### config.mk
export PLATFORM = sky130hd
export DESIGN_NAME = npxl_receiver
export DESIGN_NICKNAME = d
export VERILOG_FILES = /design/src/rtl/npxl_receiver.sv
export SDC_FILE = /design/constraint.sdc
export NUM_CORES = 1
export LEC_CHECK = 0
export ABC_AREA = 1
export BUFFER_PORTS_ARGS = -buffer_cell sky130_fd_sc_hd__buf_2
export CAP_MARGIN = 30
export CORE_MARGIN = 5
export CORE_UTILIZATION = 25
export CTS_CLUSTER_DIAMETER = 120
export DETAILED_ROUTE_END_ITERATION = 7
export PLACE_DENSITY_LB_ADDON = 0.3
export SYNTH_ARGS = -nofsm -noshare
export SYNTH_HDL_FRONTEND = slang
export SYNTH_SLANG_ARGS = --single-unit
export TNS_END_PERCENT = 5
### constraint.sdc
create_clock -name i_clk -period 2.3 [get_ports i_clk]
set_input_delay 0.69 -clock i_clk [delete_from_list [all_inputs] [get_ports i_clk]]
set_output_delay 0.69 -clock i_clk [all_outputs]
set_load 0.03 [all_outputs]
### src/rtl/npxl_receiver.sv
// npxl_receiver: WS2812 single-wire decoder.
// Measures synchronized high-pulse widths, rebuilds 24-bit GRB words,
// strobes each word with its LED index and flags the latch gap that ends a frame.
module npxl_receiver #(
  parameter int LEDS         = 20,
  parameter int BIT_THRESH   = 29,
  parameter int MIN_HIGH     = 6,
  parameter int MAX_HIGH     = 60,
  parameter int LATCH_CYCLES = 2400
) (
  input  logic                      i_clk,
  input  logic                      i_rst_n,
  input  logic                      i_npxl_data,
  output logic [23:0]               o_color_data,
  output logic                      o_color_valid,
  output logic [$clog2(LEDS)-1:0]   o_led_idx,
  output logic                      o_frame_done,
  output logic [$clog2(LEDS+1)-1:0] o_led_count,
  output logic                      o_err,
  output logic                      o_busy
);

  localparam int IDXW = $clog2(LEDS);
  localparam int CNTW = $clog2(LEDS + 1);
  localparam int HW   = $clog2(MAX_HIGH + 2);
  localparam int LW   = $clog2(LATCH_CYCLES + 1);

  localparam logic [HW-1:0]   MIN_H    = HW'(MIN_HIGH);
  localparam logic [HW-1:0]   MAX_H    = HW'(MAX_HIGH);
  localparam logic [HW-1:0]   HIGH_SAT = HW'(MAX_HIGH + 1);
  localparam logic [HW-1:0]   THRESH   = HW'(BIT_THRESH);
  localparam logic [LW-1:0]   LATCH_M1 = LW'(LATCH_CYCLES - 1);
  localparam logic [LW-1:0]   LATCH_C  = LW'(LATCH_CYCLES);
  localparam logic [CNTW-1:0] LEDS_C   = CNTW'(LEDS);

  typedef enum logic [1:0] {
    S_IDLE,
    S_HIGH,
    S_LOW
  } state_t;

  // Input synchronizer plus one history stage for edge detection
  logic sync1_q, sync2_q, sync3_q;
  logic rise, fall;

  state_t          state_q,      state_d;
  logic [HW-1:0]   high_cnt_q,   high_cnt_d;
  logic [LW-1:0]   low_cnt_q,    low_cnt_d;
  logic [23:0]     shift_q,      shift_d;
  logic [4:0]      bit_cnt_q,    bit_cnt_d;
  logic [CNTW-1:0] led_cnt_q,    led_cnt_d;
  logic [23:0]     color_data_q, color_data_d;
  logic            color_vld_q,  color_vld_d;
  logic [IDXW-1:0] led_idx_q,    led_idx_d;
  logic            frame_done_q, frame_done_d;
  logic [CNTW-1:0] led_count_q,  led_count_d;
  logic            err_q,        err_d;
  logic            busy_q,       busy_d;

  // Two-flop synchronizer followed by the edge history register
  always_ff @(posedge i_clk or negedge i_rst_n) begin
    if (!i_rst_n) begin
      sync1_q <= 1'b0;
      sync2_q <= 1'b0;
      sync3_q <= 1'b0;
    end else begin
      sync1_q <= i_npxl_data;
      sync2_q <= sync1_q;
      sync3_q <= sync2_q;
    end
  end

  assign rise = sync2_q & ~sync3_q;
  assign fall = ~sync2_q & sync3_q;

  // Next-state logic: word completion runs independently of the pulse FSM
  always_comb begin
    state_d      = state_q;
    high_cnt_d   = high_cnt_q;
    low_cnt_d    = low_cnt_q;
    shift_d      = shift_q;
    bit_cnt_d    = bit_cnt_q;
    led_cnt_d    = led_cnt_q;
    color_data_d = color_data_q;
    color_vld_d  = 1'b0;
    led_idx_d    = led_idx_q;
    frame_done_d = 1'b0;
    led_count_d  = led_count_q;
    err_d        = err_q;
    busy_d       = busy_q;

    // A full word is published one cycle after its last bit was shifted in;
    // the counter reset below lets a same-cycle bit shift build on zero.
    if (bit_cnt_q == 5'd24) begin
      bit_cnt_d = '0;
      if (led_cnt_q < LEDS_C) begin
        color_data_d = shift_q;
        led_idx_d    = led_cnt_q[IDXW-1:0];
        color_vld_d  = 1'b1;
        led_cnt_d    = led_cnt_q + 1'b1;
      end else begin
        err_d = 1'b1;
      end
    end

    case (state_q)
      S_IDLE: begin
        if (rise) begin
          shift_d     = '0;
          bit_cnt_d   = '0;
          led_cnt_d   = '0;
          led_count_d = '0;
          err_d       = 1'b0;
          busy_d      = 1'b1;
          // The rise cycle itself is the first high cycle, so the count
          // on the falling edge equals the synchronized pulse width.
          high_cnt_d  = HW'(1);
          state_d     = S_HIGH;
        end
      end

      S_HIGH: begin
        if (fall) begin
          if (high_cnt_q < MIN_H || high_cnt_q > MAX_H) begin
            err_d = 1'b1;
          end else begin
            shift_d   = {shift_q[22:0], (high_cnt_q >= THRESH)};
            bit_cnt_d = bit_cnt_d + 1'b1;
          end
          low_cnt_d = '0;
          state_d   = S_LOW;
        end else if (high_cnt_q != HIGH_SAT) begin
          high_cnt_d = high_cnt_q + 1'b1;
          // Stuck-high flagged once, when the count crosses the limit
          if (high_cnt_q == MAX_H) begin
            err_d = 1'b1;
          end
        end
      end

      S_LOW: begin
        if (rise) begin
          high_cnt_d = HW'(1);
          state_d    = S_HIGH;
        end else if (low_cnt_q == LATCH_M1) begin
          low_cnt_d    = LATCH_C;
          frame_done_d = 1'b1;
          led_count_d  = led_cnt_q;
          busy_d       = 1'b0;
          if (bit_cnt_q != '0) begin
            err_d = 1'b1;
          end
          bit_cnt_d    = '0;
          state_d      = S_IDLE;
        end else if (low_cnt_q != LATCH_C) begin
          low_cnt_d = low_cnt_q + 1'b1;
        end
      end

      default: state_d = S_IDLE;
    endcase
  end

  // State and output registers
  always_ff @(posedge i_clk or negedge i_rst_n) begin
    if (!i_rst_n) begin
      state_q      <= S_IDLE;
      high_cnt_q   <= '0;
      low_cnt_q    <= '0;
      shift_q      <= '0;
      bit_cnt_q    <= '0;
      led_cnt_q    <= '0;
      color_data_q <= '0;
      color_vld_q  <= 1'b0;
      led_idx_q    <= '0;
      frame_done_q <= 1'b0;
      led_count_q  <= '0;
      err_q        <= 1'b0;
      busy_q       <= 1'b0;
    end else begin
      state_q      <= state_d;
      high_cnt_q   <= high_cnt_d;
      low_cnt_q    <= low_cnt_d;
      shift_q      <= shift_d;
      bit_cnt_q    <= bit_cnt_d;
      led_cnt_q    <= led_cnt_d;
      color_data_q <= color_data_d;
      color_vld_q  <= color_vld_d;
      led_idx_q    <= led_idx_d;
      frame_done_q <= frame_done_d;
      led_count_q  <= led_count_d;
      err_q        <= err_d;
      busy_q       <= busy_d;
    end
  end

  assign o_color_data  = color_data_q;
  assign o_color_valid = color_vld_q;
  assign o_led_idx     = led_idx_q;
  assign o_frame_done  = frame_done_q;
  assign o_led_count   = led_count_q;
  assign o_err         = err_q;
  assign o_busy        = busy_q;

endmodule

[After elaboration in Yosys (flattened, before gate mapping)]
Index checks and enable logic that the tools add are counted.
Word-level totals
  flip-flop bits (word level): 95
  input bits: 3
  output and inout bits: 38
Operators by class
  add/subtract/negate cells: 4
  order comparisons: 4
  equality and inequality tests: 17
  multiplexer cells: 53
  bitwise gates (word level): 4
  reduce and logical (&&, ||, !) cells: 14
Operators with widths (number)
  $mux W24: 3
  $mux W5: 13
  $mux W12: 4
  $pmux W24 S2: 1
  $pmux W12 S2: 1
  $mux W1: 18
  $mux W6: 3
  $reduce_and A4 Y1: 4
  $pmux W5 S3: 1
  $ne A2 B2 Y1 const B: 7
  $add A12 B1 Y12 const B: 1
  $eq A12 B12 Y1 const B: 1
  $ne A12 B12 Y1 const B: 1
  $pmux W6 S2: 1
  $add A5 B1 Y5 const B: 2
  $pmux W5 S2: 1
  $mux W2: 4
  $reduce_bool A2 Y1: 4
  $add A6 B1 Y6 const B: 1
  $eq A6 B6 Y1 const B: 1
  $ge A6 B5 Y1 const B: 1
  $gt A6 B6 Y1 const B: 1
  $lt A6 B3 Y1 const B: 1
  $ne A3 B3 Y1 const B: 2
  17 further kinds: 19

[Longest topological paths before layout]
Gate-level depths: netlist of run 1.
  depth in word-level cells: 7
  gate-level depth with buffers: 11
  gate-level depth less buffers: 10

[Least setup slack after synthesis of run 1]
Ideal clock, no wire load.
  path type: register to register
  start: reg bit_cnt_q[1]
  end: reg color_data_q[10], in the netlist o_color_data[10]
  data arrival time: 1.378 ns
  slack: 0.792 ns
  stages on the path, launching flop included: 10
  clock period less this slack: 1.508 ns
  cells stage by stage: dfrtp_1 -> inv_1 -> ha_1 -> nand4_2 -> inv_1 -> nand2_2 -> buf_4 -> buf_2 -> nand2_1 -> o21ai_0
On the way
  cells in the longest elaborated chain, start to end: 2
Ends and longest elaborated chain
  from (decl): line 50  | logic [4:0] bit_cnt_q, bit_cnt_d;
  from (signal assigned): line 185  | bit_cnt_q <= bit_cnt_d;
  $eq A5 B5 Y1: line 94  | if (bit_cnt_q == 5'd24) begin
  $reduce_and A2 Y1 (no source line)
  to (signal assigned): line 187  | color_data_q <= color_data_d;
  to (decl): line 52  | logic [23:0] color_data_q, color_data_d;
No other way between the ends.
A chain may end at the register's enable or synchronous reset.

[Worst setup path in the final report of run 1]
  start: reg state_q[0]
  end: reg low_cnt_q[0]
On the way
  cells in the longest elaborated chain, start to end: 3
  elaborated cells on any way between the ends: 8
  those cells by class: eq/ne: 5; mux: 1; reduce/logical: 2
Ends and longest elaborated chain
  from (decl): line 46  | state_t state_q, state_d;
  from (signal assigned): line 181  | state_q <= state_d;
  $eq A2 B2 Y1 or $eq A2 B1 Y1 (tied branches): line 106  | case (state_q)
  $ne A3 B3 Y1 (no source line), or another cell as far along
  $reduce_and A4 Y1 (no source line)
  to (signal assigned): line 183  | low_cnt_q <= low_cnt_d;
  to (decl): line 48  | logic [LW-1:0] low_cnt_q, low_cnt_d;
Several ways; a longest one is shown, not always the timed one.

==> out/results.txt, run 1 <==
The count of nets left with antenna violations once routing finished came out at 0. The final number of setup-violating endpoints is 0, and the aggregate negative setup slack is 0 ps. The maximum cell stage delay along the critical path is 520 ps, and the routed via count is 3488.

The critical path class was reg -> reg. Global routing consumed, on the met3 layer, 3.04% of the routing resources. Power spread over the standard cell area amounts to 797 mW/mm^2. The final number of max-transition violations is 0, and the count of routing violations after the opening detailed-route iteration is 204.

The area growth from synthesis to layout is 16.1%. The worst hold margin was 320 ps; the number of gates resized after CTS was 0. The number of unique standard cell types used by synthesis is 38, and the post-synthesis cell count is 533.

The run gives 49 as the cell row count. For this run, the leading register cell type out of synthesis is dfrtp_1. After filler insertion, the fill cell instance count of the layout stands at 1906. The via count normalized by instance count is 4.31. The largest individual stage delay along the critical path comes from the cell dfrtp_1. The first global-routing pass estimated 16.8 mm of wire. Broken down by cell family, the worst path's largest delay share belongs to simple AND/OR/NAND/NOR gates.

The number of buffers and inverters on the critical path was 1. The final cycle utilization of the critical path is 82.3%, and the met1 track utilization from global routing is 12.6%. After detailed routing, the number of remaining DRC violations is 0.

After floorplanning, the core was sized to cover 0.0181 mm^2. Kind of end point of the critical path: a flip-flop. In this run the worst path has a maximum fanout of 20.

The number of enable-type register cells in the synthesized netlist is 0. The clock transition time at the flip-flop clock pins of the worst setup and hold paths is 70 ps, and the number of synthesized register bits is 95. In the final routed layout, each cell accounts on average for 12.0 um. The area enclosed by the die boundary is 0.0214 mm^2, and the horizontal die dimension is 146 um. The H-tree was split into 3 levels. Number of hold buffers added after cts: 0.

Clock tree synthesis inserted a total of 9 buffers. In this run the worst hold path is classified as in -> async. The flow ran to the end, and the final reports show no timing, DRC or antenna violations. Shortest period the worst path allows: 1890 ps. Measured slew at the worst slew-check pin: 553 ps. The worst setup path is launched from a flip-flop.

For the met2 track demand over resource, the log shows 14.8%. Of all flip-flops after synthesis, the portion carrying an async set or reset was 100%. The run gives 350 ps as the clock insertion delay at the later pin of the skew report. Between clock sinks in the finished design, the worst skew comes to 12.1 ps. Before antenna repair, the detailed router went through 4 iterations. Most numerous cell on the critical path: nand2_2. The global routing usage summed across all routing layers is 9.57%. When the netlist entered floorplanning its net count stood at 544. For this configuration, the core starts out at a cell density of 25.6%. Setup repair after global routing left no endpoint under its margin. Traced cell by cell, the critical path runs through nor2_4 > inv_2 > nor2_4 > nand2_2 > nand2_2 > nand2_2 > nand2_1 > o21ai_2. Cells with a size suffix above 1 make up 20.3% of the layout. The tools report the buffers inserted during post-CTS setup optimization as 0. The final layout contains 586 nets. The tools report the number of endpoints with negative hold slack in the final report as 0.

TritonCTS built the clock tree. The area of the mapped netlist is 0.00463 mm^2, and the synthesized area per cell is 8.69 um^2. Buffers placed on the I/O ports in this run total 40. The final antenna diode count is 0.

For the count of max-cap constraint violations, the log shows 0. The tools report the routability congestion estimate from global placement as 0.780. In this run the tightest slew margin relative to its limit is 63.2%.

The final wirelength was 9.69 mm. The detailed placer's ending HPWL is 7.04 mm. The die height was 146 um; the initial antenna violation count was 0. The clock net in this run drives a total of 95 sinks.

The data arrival time of the critical path was 2120 ps. The clock passes through at most 2 buffers. The analysis attributes to cell leakage a power of 0.00264 uW. The total overflow left after global routing is 0. The via count of the first global-routing pass was 3411. CTS placed an instance of clkbuf_16 at the clock tree root. The required time of the worst setup path was 2520 ps. Fraction of the yosys area taken by sequential cells: 51.3%.

The fmax is 528 MHz, and the pin count of the biggest net entering global routing is 40. Across the VDD grid, the largest voltage drop is 0.376 mV. For this run, the number of Yosys warnings is 0. The tools report the I/O pin total as 41.

The busiest metal layer after global routing was met2.
cells in the mapped netlist (6+ instances only):
| master | instances | area (um^2) |
|---|---|---|
| inv_1 | 76 | 285 |
| dfrtp_1 | 95 | 2380 |
| o21ai_2 | 27 | 236 |
| buf_6 | 7 | 78.8 |
| nor2_1 | 20 | 75.1 |
| nand3_1 | 34 | 170 |
| o21ai_0 | 50 | 250 |
| nand4_1 | 10 | 62.6 |
| ha_1 | 8 | 100 |
| nand2_2 | 6 | 37.5 |
| nor2_4 | 6 | 67.6 |
| nand2_1 | 139 | 522 |
layout make-up:
cell class                 count  area [um^2]  share of cell area [%]
clock inverter                 2         12.5                   0.233
inverter                      82          309                    5.74
clock buffer                  14          284                    5.28
multi-input combinational    340         1820                    33.8
timing repair buffer          47          293                    5.44
sequential                    95         2380                    44.2
tap                          229          287                    5.33
registers in the layout, summed over array words and instances (netlist names):
name	count
bit_cnt_q	5
sync3_q	1
o_led_count	5
o_color_valid	1
sync1_q	1
o_err	1
high_cnt_q	6
sync2_q	1
o_color_data	24
state_q	2
o_frame_done	1
o_busy	1
led_cnt_q	5
shift_q	24
low_cnt_q	12
o_led_idx	5
cells in the final DEF, fill, tap and decap left out, drive strengths merged, types with 6 or more instances in the layout:
cell,count
dfrtp,95
nand4,11
buf,47
o21ai,81
ha,8
nand3,36
a21oi,8
nor2,28
nand2,146
clkbuf,14
nor3,6
inv,81
per-layer routing:
layer / wire length, um / vias up
li1: - / 1789
met1: 4720 / 1645
met2: 4440 / 43
met3: 391 / 11
met4: 138 / 0
met5: 0 / -
worst reg2reg max path, delay by kind of cell (launching register included):
family          cells  cell delay, ps
simple gates        6            1080
flops               1             520
buf+inv             1             110
compound gates      1              60
through the flow:
| step | setup WS, ps | utilization, % | instances | total power (uW) | instance area [um^2] |
|---|---|---|---|---|---|
| after floorplan | 792 | - | 533 | 2640 | 4630 |
| after global placement | 463 | 28.1 | 793 | 2850 | 5080 |
| after detailed placement | 387 | 28.1 | 793 | 2850 | 5080 |
| after CTS | 370 | 29.7 | 809 | 4370 | 5380 |
| after global routing | 196 | 29.7 | 809 | 4560 | 5380 |
| final | 407 | 29.7 | 809 | 4290 | 5380 |
where the power goes:
part	internal, uW	total (uW)	switching, uW
logic	267	922	655
registers	1760	1880	118
clock network	851	1490	637
path summary, 6_finish.rpt:
kind                                 start      endpoint  slack, ps  depth (start not counted)
min in group i_clk                 sync1_q       sync2_q        350                          0
max in group asynchronous          i_rst_n  low_cnt_q[7]       1420                          2
worst min-delay path               i_rst_n   shift_q[12]        320                          1
worst min register to register     sync1_q       sync2_q        350                          0
worst max register to register  state_q[0]  low_cnt_q[0]        410                          8
worst max-delay path            state_q[0]  low_cnt_q[0]        410                          8
cells by family (layout without fill, tap and decap cells):
group,count (synthesis),count (layout),share of synthesized area (%)
AO/OA/AOI/OAI,97,97,13.5
XOR/XNOR,6,6,1.13
adder cells (fa/ha/maj),8,8,2.16
buffers and inverters,98,145,9.45
flip-flops,95,95,51.3
AND/OR/NAND/NOR,229,229,22.4
Note: power is estimated with default switching activity, not from simulation.
==> run 2: changes to the inputs <==
- clock period: 2.3 -> 1.55 ns (I/O delays scaled with it)
==> out/results.txt, run 2 (synthesized netlist as in run 1, its figures left out) <==
The routed via count is 3684 (was 3488). For the effective utilization at floorplan, the log shows 25.6% (unchanged). The peak supply drop was 0.686 mV (was 0.376 mV); the number of endpoints with negative hold slack in the final report was 0 (unchanged).

Count of input and output buffers: 40 (unchanged). Clock transition time at the flip-flop clock pins of the worst setup and hold paths: 60 ps (was 70 ps). For the number of clock sinks, the log shows 95 (unchanged). The commonest non-fill, non-tap cell in the layout was nand2_1 (unchanged). The count of routing violations after the opening detailed-route iteration came out at 185 (was 204). Kind of end point of the critical path: a flip-flop (unchanged). The pin count of the biggest net entering global routing was 55 (was 40). The logs give 41 (unchanged) for the I/O pin total and 49 (unchanged) for the cell row count. The detailed-route DRC error count was 0 (unchanged). Setup repair after global routing could not meet its margin everywhere.

The final number of setup-violating endpoints came out at 0 (unchanged). TritonCTS built the clock tree. Shortest period the worst path allows: 1550 ps (was 1890 ps). For the standby leakage power, the log shows 0.00291 uW (was 0.00264 uW).

The measured slew at the worst slew-check pin came out at 405 ps (was 553 ps). The final cycle utilization of the critical path is 99.7% (was 82.3%), and the worst clock skew is 8.19 ps (was 12.1 ps). The run finished with clean final reports. For the detailed placer's ending HPWL, the log shows 7.49 mm (was 7.04 mm). The total number of H-tree levels came out at 3 (unchanged). The tools report the critical path launch point type as a flip-flop (unchanged).

The tools report the clock tree root buffer cell as clkbuf_16 (unchanged). The die height is 146 um (unchanged), and the fmax is 647 MHz (was 528 MHz). For the area enclosed by the die boundary, the log shows 0.0214 mm^2 (unchanged). Area overhead of the layout relative to synthesis: 29.4% (was 16.1%). For the net count of the finished layout, the log shows 633 (was 586). The share of layout cells above drive strength 1 is 30.9% (was 20.3%).

The final wirelength is 10.5 mm (was 9.69 mm), and the power per standard cell area is 1210 mW/mm^2 (was 797 mW/mm^2). The run gives 0.787 (was 0.780) as the routability congestion estimate from global placement. The run gives 0 (unchanged) as the residual overflow from global routing. The run gives 0 (unchanged) as the number of routed nets with antenna violations. The initial antenna violation count is 0 (unchanged), and the horizontal die dimension is 146 um (unchanged). The logs give 33.2% (was 29.7%) for the share of the core filled with cells and 0 (unchanged) for the final number of max-transition violations.

The tools report the wire length of the first global-routing pass as 17.5 mm (was 16.8 mm). The power after layout is 7250 uW (was 4290 uW). The required time of the worst setup path is 1790 ps (was 2520 ps). The top fanout value on the critical path was 8 (was 20). The relative slew slack is 72.9% (was 63.2%), and the detailed-route wire length per cell is 12.2 um (was 12.0 um). The count of max-cap constraint violations is 0 (unchanged). The run gives 0.0181 mm^2 (unchanged) as the standard cell core area. For the number of iterations in the first detailed-routing pass, the log shows 4 (unchanged). Via count normalized by instance count: 4.30 (was 4.31). The run gives 1780 ps (was 2120 ps) as the data arrival time of the critical path. Commonest cells after routing, fill and taps aside: 131 x nand2_1, 90 x dfrtp_1, 72 x inv_1 (was 139 x nand2_1, 95 x dfrtp_1, 76 x inv_1).

The clock insertion delay at the later pin of the skew report was 350 ps (about the same); the via count of the first global-routing pass was 3561 (was 3411). The critical path class is reg -> reg (unchanged). Maximum clock insertion buffer count: 2 (unchanged). The worst hold path class was in -> reg (was in -> async). The final antenna diode count was 0 (unchanged).

The total clock buffers created by CTS is 9 (unchanged), and the global routing usage summed across all routing layers is 9.96% (was 9.57%).
run 2: cell types whose count changed in the layout (fill, tap and decap cells not counted), moves of 6 or more:
cell | previous run | this run
buf_4 | 5 | 41
nand2_1 | 139 | 131
nor2_1 | 20 | 14
o21ai_0 | 50 | 43
o21ai_1 | 4 | 11
run 2: per-layer routing:
metal	vias to the layer above	global-route usage (%)	share of wire [%]	wire length [um]
li1	1880	-	-	-
met3	10	2.39	3.1	328
met5	-	0	0	0
met2	50	15.3	46	4780
met4	0	3.53	1.6	170
met1	1744	13.8	50	5210
run 2: layout make-up:
type	instances	area, um^2
tap	229	287
fill	1897	12100
inverter	82	312
sequential	95	2380
clock inverter	5	63.8
clock buffer	11	253
timing repair buffer	94	753
multi-input combinational	340	1950
run 2: final timing paths:
| path | cells after the start | endpoint | slack, ps | from |
|---|---|---|---|---|
| setup / recovery | 7 | shift_q[15] | 4 | high_cnt_q[1] |
| setup reg to reg | 7 | shift_q[15] | 4 | high_cnt_q[1] |
| max in group asynchronous | 3 | led_cnt_q[1] | 460 | i_rst_n |
| hold reg to reg | 0 | sync2_q | 350 | sync1_q |
| min in group asynchronous | 2 | o_color_data[10] | 540 | i_rst_n |
| hold / removal | 1 | sync1_q | 240 | i_npxl_data |
run 2: report_power, final:
| part | internal (uW) | leakage, uW | switching (uW) | total (uW) |
|---|---|---|---|---|
| logic | 920 | 0.00145 | 1230 | 2150 |
| clock network | 1350 | 0.000152 | 988 | 2340 |
| registers | 2620 | 0.00130 | 147 | 2770 |
| total | 4890 | 0.00291 | 2360 | 7250 |
run 2: timing repair:
item	in CTS	in global routing
setup endpoints to repair	4	82
buffers inserted	0	3
resized for setup	2	48
hold buffers	1	0
pin swaps	0	8
endpoints found under the hold margin	15	0
gates cloned	0	3
run 2: metrics by stage:
stage | worst slack, ps | cell area, um^2 | hold slack, ps | instances | TNS (ps)
finish | 4.06 | 6000 | 235 | 856 | 0
global route | -95.3 | 6000 | 229 | 856 | -2170
CTS | -6.62 | 5750 | 225 | 850 | -9.80
detailed placement | -10.1 | 5420 | 335 | 833 | -10.1
global placement | 13.7 | 5420 | 345 | 833 | 0
floorplan | 41.8 | 4630 | 169 | 533 | 0
run 2: critical path: stages, from the launching register on:
cell       delay (ps)
dfrtp_2           440
nor2_2            140
nand3_2           120
nand2_2           120
nand2_4            70
a21oi_4           270
clkbuf_16         220
o21ai_2            50
==> run 3: changes to the inputs <==
- CORE_UTILIZATION: 25 -> 45
- PLACE_DENSITY: unset -> 0.65
- PLACE_DENSITY_LB_ADDON: 0.3 -> unset
==> out/results.txt, run 3 (synthesized netlist as in run 1, its figures left out) <==
Worst hold path class: in -> reg (unchanged). For the count of max-cap constraint violations, the log shows 0 (unchanged). Series of cell instances along the critical path: ha_2 > nand3_2 > nor2_4 > nand2_4 > a21oi_4 > buf_6 > nand3_2 > o21ai_1 (was nor2_2 > nand3_2 > nand2_2 > nand2_4 > a21oi_4 > clkbuf_16 > o21ai_2).

The number of endpoints with negative hold slack in the final report is 0 (unchanged). Setup repair after global routing could not meet its margin everywhere. The via count normalized by instance count was 4.90 (was 4.30). The shortest period the worst path allows works out to 1540 ps (was 1550 ps). Measured slew at the worst slew-check pin: 345 ps (was 405 ps). The run gives 0.00238 mm^2 (about the same) as the register area.

The share of layout cells above drive strength 1 is 32.4% (was 30.9%), and the data arrival time of the critical path is 1830 ps (was 1780 ps). The total number of H-tree levels is 3 (unchanged), and the relative slew slack is 76.9% (was 72.9%). The clock transition time at the flip-flop clock pins of the worst setup and hold paths is 100 ps (was 60 ps), and the filler cell count is 908 (was 1897).

The run gives 0.0102 mm^2 (was 0.0181 mm^2) as the standard cell core area. The fmax was 650 MHz (was 647 MHz); the detailed-route DRC error count was 0 (unchanged). The routability congestion estimate from global placement is 0.912 (was 0.787), and the power per standard cell area is 1100 mW/mm^2 (was 1210 mW/mm^2). The routed via count was 3762 (was 3684). The final antenna diode count was 0 (unchanged); the worst-case register-to-register setup slack was 10 ps (was 4 ps). The final wirelength came out at 9.43 mm (was 10.5 mm). The clock tree root buffer cell is clkbuf_8 (was clkbuf_16).

The run gives 2 (unchanged) as the maximum clock insertion buffer count. The logs give 9 (unchanged) for the total clock buffers created by CTS and 0.00197 mm^2 (was 0.00195 mm^2) for the area taken by multi-input logic gates. The required time of the worst setup path came out at 1840 ps (was 1790 ps). Number of clock sinks: 95 (unchanged). The clock insertion delay at the later pin of the skew report was 370 ps (was 350 ps); the pin count of the biggest net entering global routing was 41 (was 55).

The flow ran to the end, and the final reports show no timing, DRC or antenna violations. The switching part of the total power was 35.7% (was 32.6%). The tools report the wire length of the first global-routing pass as 16.1 mm (was 17.5 mm). The run gives 24.4% (was 32.3%) as the clock group share of total power.

For the power after layout, the log shows 6380 uW (was 7250 uW). The detailed-route wire length per cell was 12.3 um (was 12.2 um). The horizontal die dimension is 111 um (was 146 um).

Worst hold margin: 196 ps (was 235 ps). The final number of setup-violating endpoints was 0 (unchanged). The count of input and output buffers came out at 40 (unchanged). For the number of routed nets with antenna violations, the log shows 0 (unchanged).

The worst clock skew was 14.8 ps (was 8.19 ps). For the net count of the finished layout, the log shows 638 (was 633). The maximum cell stage delay along the critical path is 400 ps (was 440 ps). The kind of end point of the critical path was a flip-flop (unchanged).

The slowest library cell on the worst path was dfrtp_1 (was dfrtp_2). Commonest non-fill, non-tap cell in the layout: nand2_1 (unchanged). The cell row count was 37 (was 49); the total net switching power was 2280 uW (was 2360 uW). The register share of total power is 43.0% (was 38.1%), and the area enclosed by the die boundary is 0.0124 mm^2 (was 0.0214 mm^2).

The fraction of power consumed by combinational cells is 32.6% (was 29.6%), and the I/O pin total is 41 (unchanged). The category of cells accounting for the largest share of critical-path delay was simple AND/OR/NAND/NOR gates (unchanged). The peak supply drop was 0.492 mV (was 0.686 mV). The most numerous cell on the critical path is nand3_2. Critical path launch point type: a flip-flop (unchanged). For the internal power consumption, the log shows 4100 uW (was 4890 uW). The area overhead of the layout relative to synthesis was 24.7% (was 29.4%). The top fanout value on the critical path was 6 (was 8); the via count of the first global-routing pass was 3521 (was 3561).

The count of routing violations after the opening detailed-route iteration was 250 (was 185); the final cycle utilization of the critical path was 99.3% (was 99.7%). The logs give 0 (unchanged) for the final number of max-transition violations and 0.00287 uW (was 0.00291 uW) for the standby leakage power. Commonest cells after routing, fill and taps aside: 133 x nand2_1, 93 x dfrtp_1, 71 x inv_1 (was 131 x nand2_1, 90 x dfrtp_1, 72 x inv_1). TritonCTS built the clock tree.

The critical path class was reg -> reg (unchanged). The number of buffers and inverters on the critical path was 1 (unchanged); the detailed placer's ending HPWL was 6.77 mm (was 7.49 mm). The effective utilization at floorplan is 45.5% (was 25.6%), and the residual overflow from global routing is 0 (unchanged). The initial antenna violation count is 0 (unchanged), and the number of iterations in the first detailed-routing pass is 4 (unchanged). The die height came out at 111 um (was 146 um). The global routing usage summed across all routing layers came out at 15.4% (was 9.96%).
run 3: cell types whose count changed in the layout (fill, tap and decap cells not counted), moves of 3 or more:
cell	previous run	this run
buf_4	41	48
clkbuf_8	2	9
dfrtp_1	90	93
o21ai_1	11	8
dfrtp_2	5	2
nand3_2	3	7
o21ai_2	27	31
clkbuf_16	12	1
nand3_1	33	28
run 3: per-stage QoR:
step / util, % / area [um^2] / setup slack [ps] / TNS (ps) / instances
after CTS: 53.8 / 5480 / 0.229 / 0 / 754
final: 56.7 / 5780 / 10.5 / 0 / 768
after global routing: 56.7 / 5780 / -91.5 / -1170 / 768
after floorplan: - / 4630 / 41.8 / 0 / 533
after global placement: 51.9 / 5280 / 69.7 / 0 / 737
after detailed placement: 51.9 / 5280 / 5.92 / 0 / 737
run 3: worst paths after layout:
path | start | end | cells past startpoint
max reg2reg | low_cnt_q[1] | o_led_count[1] | 8
max in group asynchronous | i_rst_n | low_cnt_q[5] | 3
min reg2reg | sync1_q | sync2_q | 0
min | i_npxl_data | sync1_q | 1
max | low_cnt_q[1] | o_led_count[1] | 8
min in group asynchronous | i_rst_n | o_color_data[11] | 2
run 3: timing repair:
| action | CTS | global route |
|---|---|---|
| endpoints found under the setup margin | 0 | 86 |
| buffers inserted | 0 | 12 |
| endpoints found under the hold margin | 15 | 0 |
| hold buffers | 1 | 0 |
| gates resized for setup | 0 | 58 |
run 3: final cells by class:
type,count,share of cell area [%]
repair buffers,99,13.1
clock buffers,9,2.14
flip-flops and latches,95,41.2
clock inverters,7,1.08
inverters,82,5.39
multi-input cells,340,34.1
well taps,136,2.95
run 3: routing by layer:
| metal | GRT usage [%] | routed length (um) |
|---|---|---|
| met5 | 0 | 0 |
| met4 | 5.92 | 180 |
| met3 | 3.97 | 361 |
| met2 | 24.4 | 4520 |
| met1 | 20.2 | 4370 |
run 3: power groups by stage:
stage,sequential (uW),combinational [uW],clock (uW)
floorplan,2810,1100,0
global placement,2770,1720,0
detailed placement,2780,1730,0
CTS,2730,1740,1610
global route,2760,2310,1730
finish,2740,2080,1560
run 3: worst register-to-register path, stage by stage (launching register included):
cell	delay, ps
dfrtp_1	400
ha_2	210
nand3_2	100
nor2_4	180
nand2_4	80
a21oi_4	190
buf_6	150
nand3_2	70
o21ai_1	80
